--- src/rtl/ec_rec_rd_pkg.sv ---
// -----------------------------------------------------------------------------
// enc_defines
//   Shared definitions for the entropy-coder reconstruction read path:
//   the readout FSM state encodings, the reconstruction address width and
//   the luma/chroma boundary inside one LCU's word address space.
// -----------------------------------------------------------------------------
package enc_defines;

    // Word address width towards the TLB / reconstruction memory.
    localparam int unsigned EC_ADDR_W  = 9;

    // Addresses below this value are luma words, at or above are chroma.
    localparam int unsigned LUMA_WORDS = 256;

    // Readout FSM states.
    typedef enum logic [1:0] {
        ST_IDLE  = 2'd0,
        ST_RUN   = 2'd1,
        ST_DRAIN = 2'd2
    } rd_state_t;

    // True when a word address falls in the chroma part of the LCU.
    function automatic logic is_chroma(input logic [EC_ADDR_W-1:0] addr);
        return ({23'd0, addr} >= LUMA_WORDS);
    endfunction

endpackage

--- src/rtl/ec_rec_fifo.sv ---
// -----------------------------------------------------------------------------
// ec_rec_fifo
//   Two-entry FIFO between the reconstruction memory return path and the
//   downstream consumer. Push and pop may happen in the same cycle.
//
// Ports
//   clk       in   clock
//   rst_n     in   asynchronous active-low reset
//   push      in   write push_dat at the tail
//   push_dat  in   DAT_WIDTH word to store
//   pop       in   drop the head entry (only while count != 0)
//   head_dat  out  DAT_WIDTH head entry
//   count     out  number of stored entries, 0..2
// -----------------------------------------------------------------------------
module ec_rec_fifo #(
    parameter int DAT_WIDTH = 128
) (
    input  logic                 clk,
    input  logic                 rst_n,
    input  logic                 push,
    input  logic [DAT_WIDTH-1:0] push_dat,
    input  logic                 pop,
    output logic [DAT_WIDTH-1:0] head_dat,
    output logic [1:0]           count
);

    logic [DAT_WIDTH-1:0] mem_q [2];
    logic                 wr_ptr_q;
    logic                 rd_ptr_q;
    logic [1:0]           cnt_q;

    // NOTE: non-blocking assignments for every register so all flops update
    // together from the values sampled at the clock edge.
    always_ff @(posedge clk or negedge rst_n) begin
        if (!rst_n) begin
            // NOTE: the two storage words are reset as well, so the head word
            // (and hence dat_o) reads zero while in reset; this only costs two
            // small registers, unlike resetting a real memory array.
            mem_q[0] <= '0;
            mem_q[1] <= '0;
            wr_ptr_q <= 1'b0;
            rd_ptr_q <= 1'b0;
            cnt_q    <= 2'd0;
        end else begin
            if (push) begin
                mem_q[wr_ptr_q] <= push_dat;
                wr_ptr_q        <= ~wr_ptr_q;
            end
            if (pop) begin
                rd_ptr_q <= ~rd_ptr_q;
            end
            case ({push, pop})
                2'b10:   cnt_q <= cnt_q + 2'd1;
                2'b01:   cnt_q <= cnt_q - 2'd1;
                default: cnt_q <= cnt_q;
            endcase
        end
    end

    assign head_dat = mem_q[rd_ptr_q];
    assign count    = cnt_q;

    // The issuing side only requests a read when a slot is guaranteed.
    a_no_push_on_full: assert property (
        @(posedge clk) disable iff (!rst_n) !(push && (cnt_q == 2'd2))
    );
    a_no_pop_on_empty: assert property (
        @(posedge clk) disable iff (!rst_n) !(pop && (cnt_q == 2'd0))
    );

endmodule

--- src/rtl/ec_rec_rd.sv ---
// -----------------------------------------------------------------------------
// ec_rec_rd
//   Reads one LCU (ADDR_NUM words) out of the banked reconstruction memory.
//   An issue counter walks the word addresses; the TLB returns the bank and
//   ping-pong half for the current address in the same cycle. One cycle after
//   each read strobe the returned 4-bank line is narrowed to the selected bank
//   and pushed into a 2-entry FIFO whose head drives the val/rdy output.
//
// Ports
//   clk            in   clock, rising edge
//   rst_n          in   asynchronous active-low reset
//   start_i        in   one-cycle pulse, begin LCU readout (ignored unless idle)
//   busy_o         out  high from accepted start until done
//   done_o         out  one-cycle pulse after the last word is transferred
//   ec_addr_o      out  word address to the TLB (>255 is chroma)
//   ec_bank_i      in   TLB bank for ec_addr_o, same cycle
//   ec_cbank_i     in   TLB ping-pong half, same cycle
//   mem_rd_ena_o   out  memory read strobe
//   mem_rd_sel_o   out  {ec_cbank_i, ec_bank_i} at issue
//   mem_rd_addr_o  out  ec_addr_o at issue
//   mem_rd_dat_i   in   4 banks concatenated, bank 0 in LSBs, one cycle later
//   dat_val_o      out  output word valid
//   dat_o          out  output word
//   dat_rdy_i      in   downstream ready, transfer on val & rdy
// -----------------------------------------------------------------------------
module ec_rec_rd
    import enc_defines::*;
#(
    parameter int DAT_WIDTH = 128,
    parameter int ADDR_NUM  = 384
) (
    input  logic                   clk,
    input  logic                   rst_n,
    input  logic                   start_i,
    output logic                   busy_o,
    output logic                   done_o,
    output logic [8:0]             ec_addr_o,
    input  logic [1:0]             ec_bank_i,
    input  logic                   ec_cbank_i,
    output logic                   mem_rd_ena_o,
    output logic [2:0]             mem_rd_sel_o,
    output logic [8:0]             mem_rd_addr_o,
    input  logic [4*DAT_WIDTH-1:0] mem_rd_dat_i,
    output logic                   dat_val_o,
    output logic [DAT_WIDTH-1:0]   dat_o,
    input  logic                   dat_rdy_i
);

    localparam logic [8:0] LAST_ADDR = 9'(ADDR_NUM - 1);

    rd_state_t            state_q;
    logic [8:0]           iss_addr_q;   // next word address to issue
    logic [8:0]           xfer_cnt_q;   // words handed downstream this LCU
    logic                 rd_pend_q;    // a read was issued last cycle
    logic [1:0]           rd_bank_q;    // bank of that read
    logic                 busy_q;
    logic                 done_q;

    logic [1:0]           fifo_cnt;
    logic [DAT_WIDTH-1:0] fifo_head;
    logic [DAT_WIDTH-1:0] ret_dat;
    logic [2:0]           credit_used;
    logic                 pop;
    logic                 issue;
    logic                 last_xfer;

    assign dat_val_o = (fifo_cnt != 2'd0);
    assign dat_o     = fifo_head;
    assign pop       = dat_val_o & dat_rdy_i;

    // Buffered words plus the read in flight, after this cycle's pop has
    // freed its slot. Counting the pop lets a new read go out in the same
    // cycle a word leaves, which is what sustains one word per cycle.
    assign credit_used = {1'b0, fifo_cnt} + {2'b00, rd_pend_q} - {2'b00, pop};
    assign issue       = (state_q == ST_RUN) && (credit_used < 3'd2);
    assign last_xfer   = pop && (xfer_cnt_q == LAST_ADDR);

    // Returned line narrowed to the bank captured at issue.
    assign ret_dat = mem_rd_dat_i[DAT_WIDTH*int'(rd_bank_q) +: DAT_WIDTH];

    // NOTE: every output of this block gets a default before the condition,
    // otherwise the idle-cycle values would be held in inferred latches.
    always_comb begin
        mem_rd_ena_o  = 1'b0;
        mem_rd_sel_o  = 3'd0;
        mem_rd_addr_o = 9'd0;
        if (issue) begin
            mem_rd_ena_o  = 1'b1;
            mem_rd_sel_o  = {ec_cbank_i, ec_bank_i};
            mem_rd_addr_o = iss_addr_q;
        end
    end

    always_ff @(posedge clk or negedge rst_n) begin
        if (!rst_n) begin
            state_q    <= ST_IDLE;
            iss_addr_q <= 9'd0;
            xfer_cnt_q <= 9'd0;
            rd_pend_q  <= 1'b0;
            rd_bank_q  <= 2'd0;
            busy_q     <= 1'b0;
            done_q     <= 1'b0;
        end else begin
            done_q    <= 1'b0;
            rd_pend_q <= issue;
            if (issue) begin
                rd_bank_q <= ec_bank_i;
            end
            if (pop) begin
                xfer_cnt_q <= last_xfer ? 9'd0 : xfer_cnt_q + 9'd1;
            end

            case (state_q)
                ST_IDLE: begin
                    if (start_i) begin
                        state_q    <= ST_RUN;
                        iss_addr_q <= 9'd0;
                        xfer_cnt_q <= 9'd0;
                        busy_q     <= 1'b1;
                    end
                end
                ST_RUN: begin
                    if (issue) begin
                        // Wrap to 0 after the last address so the next LCU
                        // continues seamlessly from 0.
                        if (iss_addr_q == LAST_ADDR) begin
                            iss_addr_q <= 9'd0;
                            state_q    <= ST_DRAIN;
                        end else begin
                            iss_addr_q <= iss_addr_q + 9'd1;
                        end
                    end
                end
                ST_DRAIN: begin
                    if (last_xfer) begin
                        state_q <= ST_IDLE;
                        busy_q  <= 1'b0;
                        done_q  <= 1'b1;
                    end
                end
                default: state_q <= ST_IDLE;
            endcase
        end
    end

    assign busy_o    = busy_q;
    assign done_o    = done_q;
    assign ec_addr_o = iss_addr_q;

    ec_rec_fifo #(
        .DAT_WIDTH (DAT_WIDTH)
    ) u_fifo (
        .clk      (clk),
        .rst_n    (rst_n),
        .push     (rd_pend_q),
        .push_dat (ret_dat),
        .pop      (pop),
        .head_dat (fifo_head),
        .count    (fifo_cnt)
    );

endmodule

--- config.mk ---
export PLATFORM = sky130hd
export DESIGN_NAME = ec_rec_rd
export DESIGN_NICKNAME = d
export VERILOG_FILES = /design/src/rtl/ec_rec_rd_pkg.sv /design/src/rtl/ec_rec_fifo.sv /design/src/rtl/ec_rec_rd.sv
export SDC_FILE = /design/constraint.sdc
export NUM_CORES = 1
export LEC_CHECK = 0
export CAP_MARGIN = 15
export CELL_PAD_IN_SITES_DETAIL_PLACEMENT = 0
export CELL_PAD_IN_SITES_GLOBAL_PLACEMENT = 2
export CORE_AREA = 4 4 256 258
export CTS_CLUSTER_DIAMETER = 200
export DETAILED_ROUTE_END_ITERATION = 8
export DIE_AREA = 0 0 260 262
export PLACE_DENSITY_LB_ADDON = 0.1
export SLEW_MARGIN = 10
export SYNTH_ARGS = -nofsm -noshare
export SYNTH_HDL_FRONTEND = slang
export SYNTH_HIERARCHICAL = 1
export SYNTH_SLANG_ARGS = --single-unit
export TNS_END_PERCENT = 30
--- constraint.sdc ---
create_clock -name clk -period 3.9 [get_ports clk]
set_input_delay 0.39 -clock clk [delete_from_list [all_inputs] [get_ports clk]]
set_output_delay 0.39 -clock clk [all_outputs]
set_load 0.01 [all_outputs]
After elaboration in Yosys (flattened, before gate mapping) --
Cells that the tools add are included. Widths: inputs -> output; s select.
Word-level totals: flip-flop bits (word level) 285, latch bits 0, memory bits (writable) 0, ROM bits 0, memories 0
Cells by class: $add $sub $neg 6, multipliers 0, divide/modulo/power cells 0, magnitude comparators 4, equal/unequal tests 10, shift-type cells 1, muxes and demuxes 28, bitwise logic cells 5, reductions and logical operators 11
Operator list (count):
- $mux 128 | 4
- $shiftx 512x10->128 | 1
- $bwmux 256 | 1
- $demux 128 s1 | 1
- $mux 9 | 8
- $add 9x1->9 const B | 2
- $eq 9x9->1 const B | 2
- $pmux 9 s2 | 1
- $mux 2 | 4
- $reduce_bool 2->1 | 4
- $ne 2x2->1 const B | 3
- $pmux 2 s3 | 1
- $reduce_and 3->1 | 2
- $mux 1 | 5
- $eq 2x1->1 const B | 2
- $eq 2x2->1 const B | 2
- $ge 2x2->1 const B | 2
- $not 1->2 | 2
- $pmux 2 s2 | 1
- $reduce_and 4->1 | 1
- $add 2x1->3 | 1
- $logic_and 1x1->1 | 3
- $lt 3x2->1 const B | 1
- $mux 3 | 1
- other kinds (9) | 10

Logic depth before layout (Yosys ltp) --
Gate-level depths: netlist of run 1.
depth in word-level cells 7, mapped depth 11

By module --
The synthesis of run 1 kept the hierarchy.
By module, submodules not included:
- ec_rec_fifo | instances 1, cells each 696, area an instance 11768.8 µm², seq. area each 6506.2 µm²
- ec_rec_rd | instances 1, cells each 300, area an instance 4396.7 µm², seq. area each 625.6 µm²

Worst setup path before layout of run 1 --
Ideal clock, no wire load.
kind register -> output, start point register u_fifo.cnt_q[1], in the netlist u_fifo/count[1], end point output port mem_rd_addr_o[0], data arrival time 2.673 ns, slack 0.837 ns, stages on the path, launching flop included 12, path buffers 3, cells stage by stage dfrtp_1 -> o21ai_1 -> buf_2 -> inv_1 -> ha_1 -> nand2b_1 -> fa_1 -> xnor2_2 -> and3_1 -> buf_2 -> buf_2 -> and2_1
On the way: longest elaborated chain between the ends 6
Ends and longest elaborated chain:
- start, declared | RTL line ec_rec_fifo.sv:30 | logic [1:0] cnt_q;
- start signal, assigned | RTL line ec_rec_fifo.sv:53 | 2'b10: cnt_q <= cnt_q + 2'd1;
- start signal, assigned | RTL line ec_rec_fifo.sv:54 | 2'b01: cnt_q <= cnt_q - 2'd1;
- start signal, assigned | RTL line ec_rec_fifo.sv:55 | default: cnt_q <= cnt_q;
- $reduce_bool 2->1 | RTL line ec_rec_rd.sv:67 | assign dat_val_o = (fifo_cnt != 2'd0);
- $and 1x1->1 | RTL line ec_rec_rd.sv:69 | assign pop = dat_val_o & dat_rdy_i;
- net pop | RTL line ec_rec_rd.sv:63 | logic pop;
- $sub 3x1->3 | RTL line ec_rec_rd.sv:74 | assign credit_used = {1'b0, fifo_cnt} + {2'b00, rd_pend_q} - {2'b00, pop};
- $lt 3x2->1 | RTL line ec_rec_rd.sv:75 | assign issue = (state_q == ST_RUN) && (credit_used < 3'd2);
- $logic_and 1x1->1 | RTL line ec_rec_rd.sv:75
- $mux 9 | RTL line ec_rec_rd.sv:87 | if (issue) begin
- end, declared | RTL line ec_rec_rd.sv:42 | output logic [8:0] mem_rd_addr_o,
The timed path passes the listed nets, and every way through them passes these cells.

Worst setup path in the final report of run 1 --
start point register u_fifo.cnt_q[0], in the netlist u_fifo/count[0], end point output port mem_rd_sel_o[1]
On the way: longest elaborated chain between the ends 6
Ends and longest elaborated chain:
- $reduce_bool 2->1 | RTL line ec_rec_rd.sv:67
- $and 1x1->1 | RTL line ec_rec_rd.sv:69
- net pop | RTL line ec_rec_rd.sv:63
- $sub 3x1->3 | RTL line ec_rec_rd.sv:74
- $lt 3x2->1 | RTL line ec_rec_rd.sv:75
- $logic_and 1x1->1 | RTL line ec_rec_rd.sv:75
- $mux 3 | RTL line ec_rec_rd.sv:87
- end, declared | RTL line ec_rec_rd.sv:41 | output logic [2:0] mem_rd_sel_o,
The timed path passes the listed nets, and every way through them passes these cells.

==> metrics.txt, run 1 <==
run status=finished, final reports clean; type of the setup path with the least slack=flop to output port; multiplexer area fraction after synthesis=a little under half; overall power consumption=19.9 mW; sort of element at the end of the critical path=output port; number of I/O port buffers=671; CTS Root Cell=clkbuf_16; Top FF cell, synth=dfrtp_1; clock transition at the registers of the reported paths=60 ps; share of the yosys chip area belonging to registers=44.1%; sort of element at the start of the critical path=flop; number of distinct library cell variants in the gate-level netlist after synthesis=49; portion of total power attributed to sequential cells=between 20% and 30%; reported net switching power=6.79 mW; Storage cell area=between 7000 and 8000 sq um; Die Wd=260 um; Max VDD drop=about 0.54 mV; post-synthesis share of cell area spent on xor and xnor gates=0.642%; top-area cell type share of the netlist area=44.1%; Power Internal=13.1 mW; Pins Over Slew Limit=0; switching part of the total=between 30% and 40%; post-layout min period=3650 ps; worst-margin pin slew=951 ps; post-synthesis area per instance=around 16 sq um; nets=about 2200; Vert. Die Dim=262 um; Fillers=around 6000; Layout area overhead=54.1%; EDFF count, synth=0; most frequent cell after synthesis=dfrtp_1; leakage=between 9 and 10 nW; ratio of final minimum period to clock period=93.7%; via-per-instance ratio=4.52; crit-path max FO=19; source-to-sink clock delay at the later pin of the worst-skew pair=520 ps; list of most frequent post-synthesis cells=dfrtp_1 (285), mux2_2 (274), mux4_2 (128), mux2_4 (100), buf_2 (33); number of buffers inserted during clock tree synthesis=37; fraction of registers with async set/reset=100%; area fraction in compound gates after synthesis=1.26%; P per Cell Area=800 nW/um^2; std cell rows=92; RSZ-0062 raised after global routing=false; number of nets still failing antenna checks after routing=0; combined area of the multi-input logic cells=about 8400 sq um; part of the power in combinational logic=56.3%; GRT Resource Usage Total=16.9%; number of hold violations in the final report=0; nets in the synthesized netlist=1520; pin count of the biggest net entering global routing=130; Hold/Removal Path Class=flop to flop; main combinational cell family by area after synthesis=multiplexers; Worst slew margin=36.6%; H-tree lvl count=2; DRC errors left=0; setup TNS=0 ps; routed wire length=60500 um; Detail Placement HPWL=45700 um; Via Count=11476; number of sinks driven by the clock tree=285; initial antenna violation count=3; Total Die Area=68100 sq um; first-pass GRT wire length=86700 um; gpl congestion=0.781; Initial Util=25.7%; clock tree from TritonCTS=yes; data required time at the worst endpoint=3510 ps; ratio of cells with drive above 1 in the final layout=between 30% and 40%; Longest Clk Path Bufs=3; arithmetic-cell share of the synthesized area counting full adders, half adders and majority gates=less than 1%; Clk pwr share=between 10% and 20%; non-filler instance count after layout=about 2500; post-placement cell count=2472; floorplan core area=63000 sq um; total of flip-flops plus latches after synthesis=285; Post-Syn Area=16200 sq um; post-route clock skew=approximately 9.9 ps; first-pass iteration count of the detailed router=4; routed len/inst=23.8 um; total overflow reported by the global router=0; vias in the first global route=roughly 13000; Achievable Freq=274 MHz; number of max-capacitance violations reported=0; cell taking the most area after synthesis=dfrtp_1; data arrival time of the critical path=around 3300 ps; simple-gate share of the synthesized area=about 2.5%; number of top-level pins=672; Yosys warnings=6; Gate Count Post-Synth=roughly 1000; First DRT Iteration DRCs=370; synth top area cells=dfrtp_1 (44%), mux2_2 (19%), mux4_2 (18%); count of final setup violators=0
## metrics by stage
step / cell area [sq um] / setup WS (ps) / hold slack, ps / util [%]
3_5_place_dp: 23700 / 289 / 475 / 37.7
5_1_grt: 24900 / 45.9 / 503 / 39.5
6_report: 24900 / 247 / 481 / 39.6
4_1_cts: 24900 / 42.7 / 488 / 39.5
2_1_floorplan: 16200 / 837 / 94.4 / -
3_3_place_gp: 23700 / 302 / 463 / 37.7
## area by class of cell
type	count	share of cell area, %
multi-input combinational	631	33.7
sequential	285	28.7
timing repair buffer	706	28.6
clock buffer	55	4.27
tap	846	4.25
clock inverter	8	0.362
inverter	6	0.0904
antenna	2	0.0201
## logic make-up (layout without fill, tap and decap cells)
kind of cell    Yosys count  after routing
compound gates           30             30
flops                   285            285
mux                     513            513
buf+inv                  80            775
xor+xnor                 11             11
other cells               0              2
simple gates             72             72
fa+ha+maj                 5              5
## sequential cells by signal, summed over array words and instances, names as in the netlist
| name | count |
|---|---|
| busy_o | 1 |
| done_o | 1 |
| ec_addr_o | 9 |
| rd_bank_q | 2 |
| rd_pend_q | 1 |
| state_q | 2 |
| u_fifo/count | 2 |
| u_fifo/mem_q | 256 |
| u_fifo/rd_ptr_q | 1 |
| u_fifo/wr_ptr_q | 1 |
| xfer_cnt_q | 9 |
## routing by layer
layer	up-vias	share of wire (%)	wire, um	global-route usage (%)
met5	-	0.053	32	0
met3	56	6.5	3940	4.59
met2	319	52	31400	30.2
li1	5189	-	-	-
met1	5906	40	24100	20.3
met4	6	1.8	1100	3.87
## worst max-delay path: stages, from the launching register on
cell and delay, ps:
dfrtp_1 440, o21ai_2 170, inv_1 70, ha_1 260, nand2b_1 160, fa_2 590
and3_1 170, buf_6 170, and2_1 160, clkdlybuf4s50_1 540
## path summary, 6_finish.rpt
check                             startpoint                 to  slack [ps]  depth (start not counted)
hold reg to reg            u_fifo/mem_q[231]  u_fifo/mem_q[231]         480                          1
setup / recovery             u_fifo/count[0]    mem_rd_sel_o[1]         250                          9
max in group asynchronous              rst_n  u_fifo/mem_q[160]        2330                          3
min in group asynchronous              rst_n   u_fifo/mem_q[12]         520                          2
setup reg to reg             u_fifo/count[0]       ec_addr_o[5]        1250                         10
hold / removal             u_fifo/mem_q[231]  u_fifo/mem_q[231]         480                          1
## power by group through the flow
stage	registers [mW]	logic, mW	clock network (mW)
final	5.42	11.2	3.28
after global routing	5.65	12.0	3.54
after CTS	5.45	11.5	3.43
after detailed placement	5.48	11.4	0
after global placement	5.41	11.4	0
after floorplan	5.01	6.95	0
## cell usage in the layout, fill, tap and decap left out, types with 4 or more instances in the layout
cell / count
xnor2_1: 5
buf_12: 11
clkinv_2: 6
buf_4: 22
mux2_1: 11
o21ai_0: 8
clkbuf_8: 7
ha_1: 4
clkdlybuf4s50_1: 670
nand2b_1: 4
mux2_2: 274
inv_1: 4
clkbuf_16: 37
o21ai_1: 6
mux2_4: 100
nor2_1: 12
dfrtp_1: 281
clkbuf_1: 11
nand3_1: 8
nor3_1: 6
and2_1: 13
mux4_2: 128
xor2_1: 5
nand2_1: 9
## timing repair
action | 4_1_cts | 5_1_grt
pin swaps | 1 | 0
setup buffers | 1 | 0
endpoints found under the setup margin | 11 | 12
hold buffers | 1 | 0
gates resized for setup | 0 | 4
hold endpoints to repair | 15 | 0
Note: power is estimated with default switching activity, not from simulation.
==> run 2, diff against run 1 <==
Settings changed: CAP_MARGIN 15 to default, MAX_ROUTING_LAYER from default to met4.
==> metrics.txt, run 2 (synthesis gave the netlist of run 1 again) <==
run status=finished, final reports clean; non-filler instance count after layout=2541 (+0.079%); number of max-capacitance violations reported=0 (unchanged); nets=2191 (unchanged); ratio of final minimum period to clock period=93.9% (+0.20 points); post-placement cell count=2472 (unchanged); final worst-path setup slack=239 ps (-7.92 ps); Layout area overhead=54.1% (about the same); GRT Resource Usage Total=17.4% (+0.51 points); leading cell types in the layout, fill and taps excluded=clkdlybuf4s50_1 (670), dfrtp_1 (281), mux2_2 (274); Achievable Freq=273 MHz (-0.22%); source-to-sink clock delay at the later pin of the worst-skew pair=520 ps (about the same); clock transition at the registers of the reported paths=60 ps (about the same); number of buffers inserted during clock tree synthesis=37 (unchanged); flip-flop count of the largest register, all copies and words added=256 (unchanged); Die Wd=260 um (unchanged); portion of total power attributed to sequential cells=27.2% (about the same); total overflow reported by the global router=0 (unchanged); Longest Clk Path Bufs=3 (unchanged); worst reg2reg startpoint=u_fifo/count[0]; part of the power in combinational logic=56.3% (about the same); Area after DPL=23700 sq um (unchanged); worst-margin pin slew=970 ps (+19.2 ps); post-route clock skew=13.7 ps (+3.83 ps); initial antenna violation count=2 (-1); Total Die Area=68100 sq um (unchanged); Clk pwr share=16.4% (about the same); type of the setup path with the least slack=flop to output port; number of I/O port buffers=671 (unchanged); cell area after layout=24900 sq um (about the same); number of sinks driven by the clock tree=285 (unchanged); Via Count=11489 (+0.11%); Max VDD drop=0.550 mV (+1.6%); number of top-level pins=672 (unchanged); commonest non-fill, non-tap cell in the layout=clkdlybuf4s50_1; hold wc startpoint=u_fifo/mem_q[231]; vias in the first global route=12926 (+0.062%); ratio of cells with drive above 1 in the final layout=35.9% (unchanged); P per Cell Area=800 nW/um^2 (about the same); setup TNS=0 ps (unchanged); overall power consumption=19.9 mW (about the same); data required time at the worst endpoint=3510 ps (about the same); Pins Over Slew Limit=0 (unchanged); Initial Util=25.7% (unchanged); first-pass GRT wire length=86700 um (about the same); switching part of the total=34.1% (about the same); clock tree from TritonCTS=yes; number of nets still failing antenna checks after routing=0 (unchanged); post-layout min period=3660 ps (+7.92 ps); std cell rows=92 (unchanged); post-layout utilization of the core=39.6% (about the same); count of final setup violators=0 (unchanged); crit-path max FO=19 (unchanged); Placement Setup Slack=289 ps (unchanged); First DRT Iteration DRCs=391 (+5.7%); pin count of the biggest net entering global routing=130 (unchanged); floorplan core area=63000 sq um (unchanged); number of hold violations in the final report=0 (unchanged); DRC errors left=0 (unchanged); H-tree lvl count=2 (unchanged); worst hold slack=480 ps (-1.38 ps); routed len/inst=23.8 um (about the same); Detail Placement HPWL=45700 um (unchanged); Power Internal=13.1 mW (unchanged); Worst slew margin=35.3% (-1.3 points); Hold/Removal Path Class=flop to flop; RSZ-0062 raised after global routing=false; routed wire length=60600 um (about the same); Critical Path Start=u_fifo/count[0]; first-pass iteration count of the detailed router=4 (unchanged); reported net switching power=6.79 mW (about the same); sort of element at the end of the critical path=output port; gpl congestion=0.792 (+1.4%); via-per-instance ratio=4.52 (about the same); register-to-register path setup slack=1250 ps (about the same); CTS Root Cell=clkbuf_16; Reg with most FFs=u_fifo/mem_q; sort of element at the start of the critical path=flop; data arrival time of the critical path=3270 ps (about the same); Vert. Die Dim=262 um (unchanged); leakage=9.71 nW (about the same)
-- run 2: changes by cell type in the layout (fill, tap and decap cells not counted), sizes merged --
cell | before | now
diode | 2 | 4
-- run 2: cell type report --
type                            instances  area, sq um
Clock buffer                           55         1060
Tap cell                              846         1060
Timing Repair Buffer                  706         7130
Fill cell                            5984        38100
Clock inverter                          8         90.1
Sequential cell                       285         7140
Multi-Input combinational cell        631         8390
Inverter                                6         22.5
Antenna cell                            4         10.0
-- run 2: path summary, 6_finish.rpt --
path	endpoint	cells past startpoint
min reg2reg	u_fifo/mem_q[231]	1
min in group asynchronous	u_fifo/mem_q[12]	2
min	u_fifo/mem_q[231]	1
max in group asynchronous	u_fifo/mem_q[75]	3
max reg2reg	ec_addr_o[5]	10
max	mem_rd_sel_o[1]	9
-- run 2: power groups by stage --
stage | logic, mW | clock network, mW | registers, mW
5_1_grt | 12.0 | 3.54 | 5.65
4_1_cts | 11.5 | 3.43 | 5.45
6_report | 11.2 | 3.28 | 5.42
2_1_floorplan | 6.95 | 0 | 5.01
3_3_place_gp | 11.4 | 0 | 5.41
3_5_place_dp | 11.4 | 0 | 5.48
-- run 2: worst max-delay path, cell delays in order, from the launching register on --
cell,delay [ps]
dfrtp_1,440
o21ai_2,170
inv_1,70
ha_1,260
nand2b_1,160
fa_2,590
and3_1,170
buf_6,170
and2_1,170
clkdlybuf4s50_1,540
-- run 2: layer usage --
metal  part of all wire, %  global-route usage, %
met1                    41                   20.9
met2                    52                   30.1
met3                   5.9                   3.84
met4                   1.8                   3.87
met5                     0                      -
-- run 2: repair_timing --
action	in CTS	in global routing
setup endpoints to repair	11	12
hold buffers	1	0
endpoints found under the hold margin	15	0
pin swaps	1	0
gates resized for setup	0	4
setup buffers	1	0
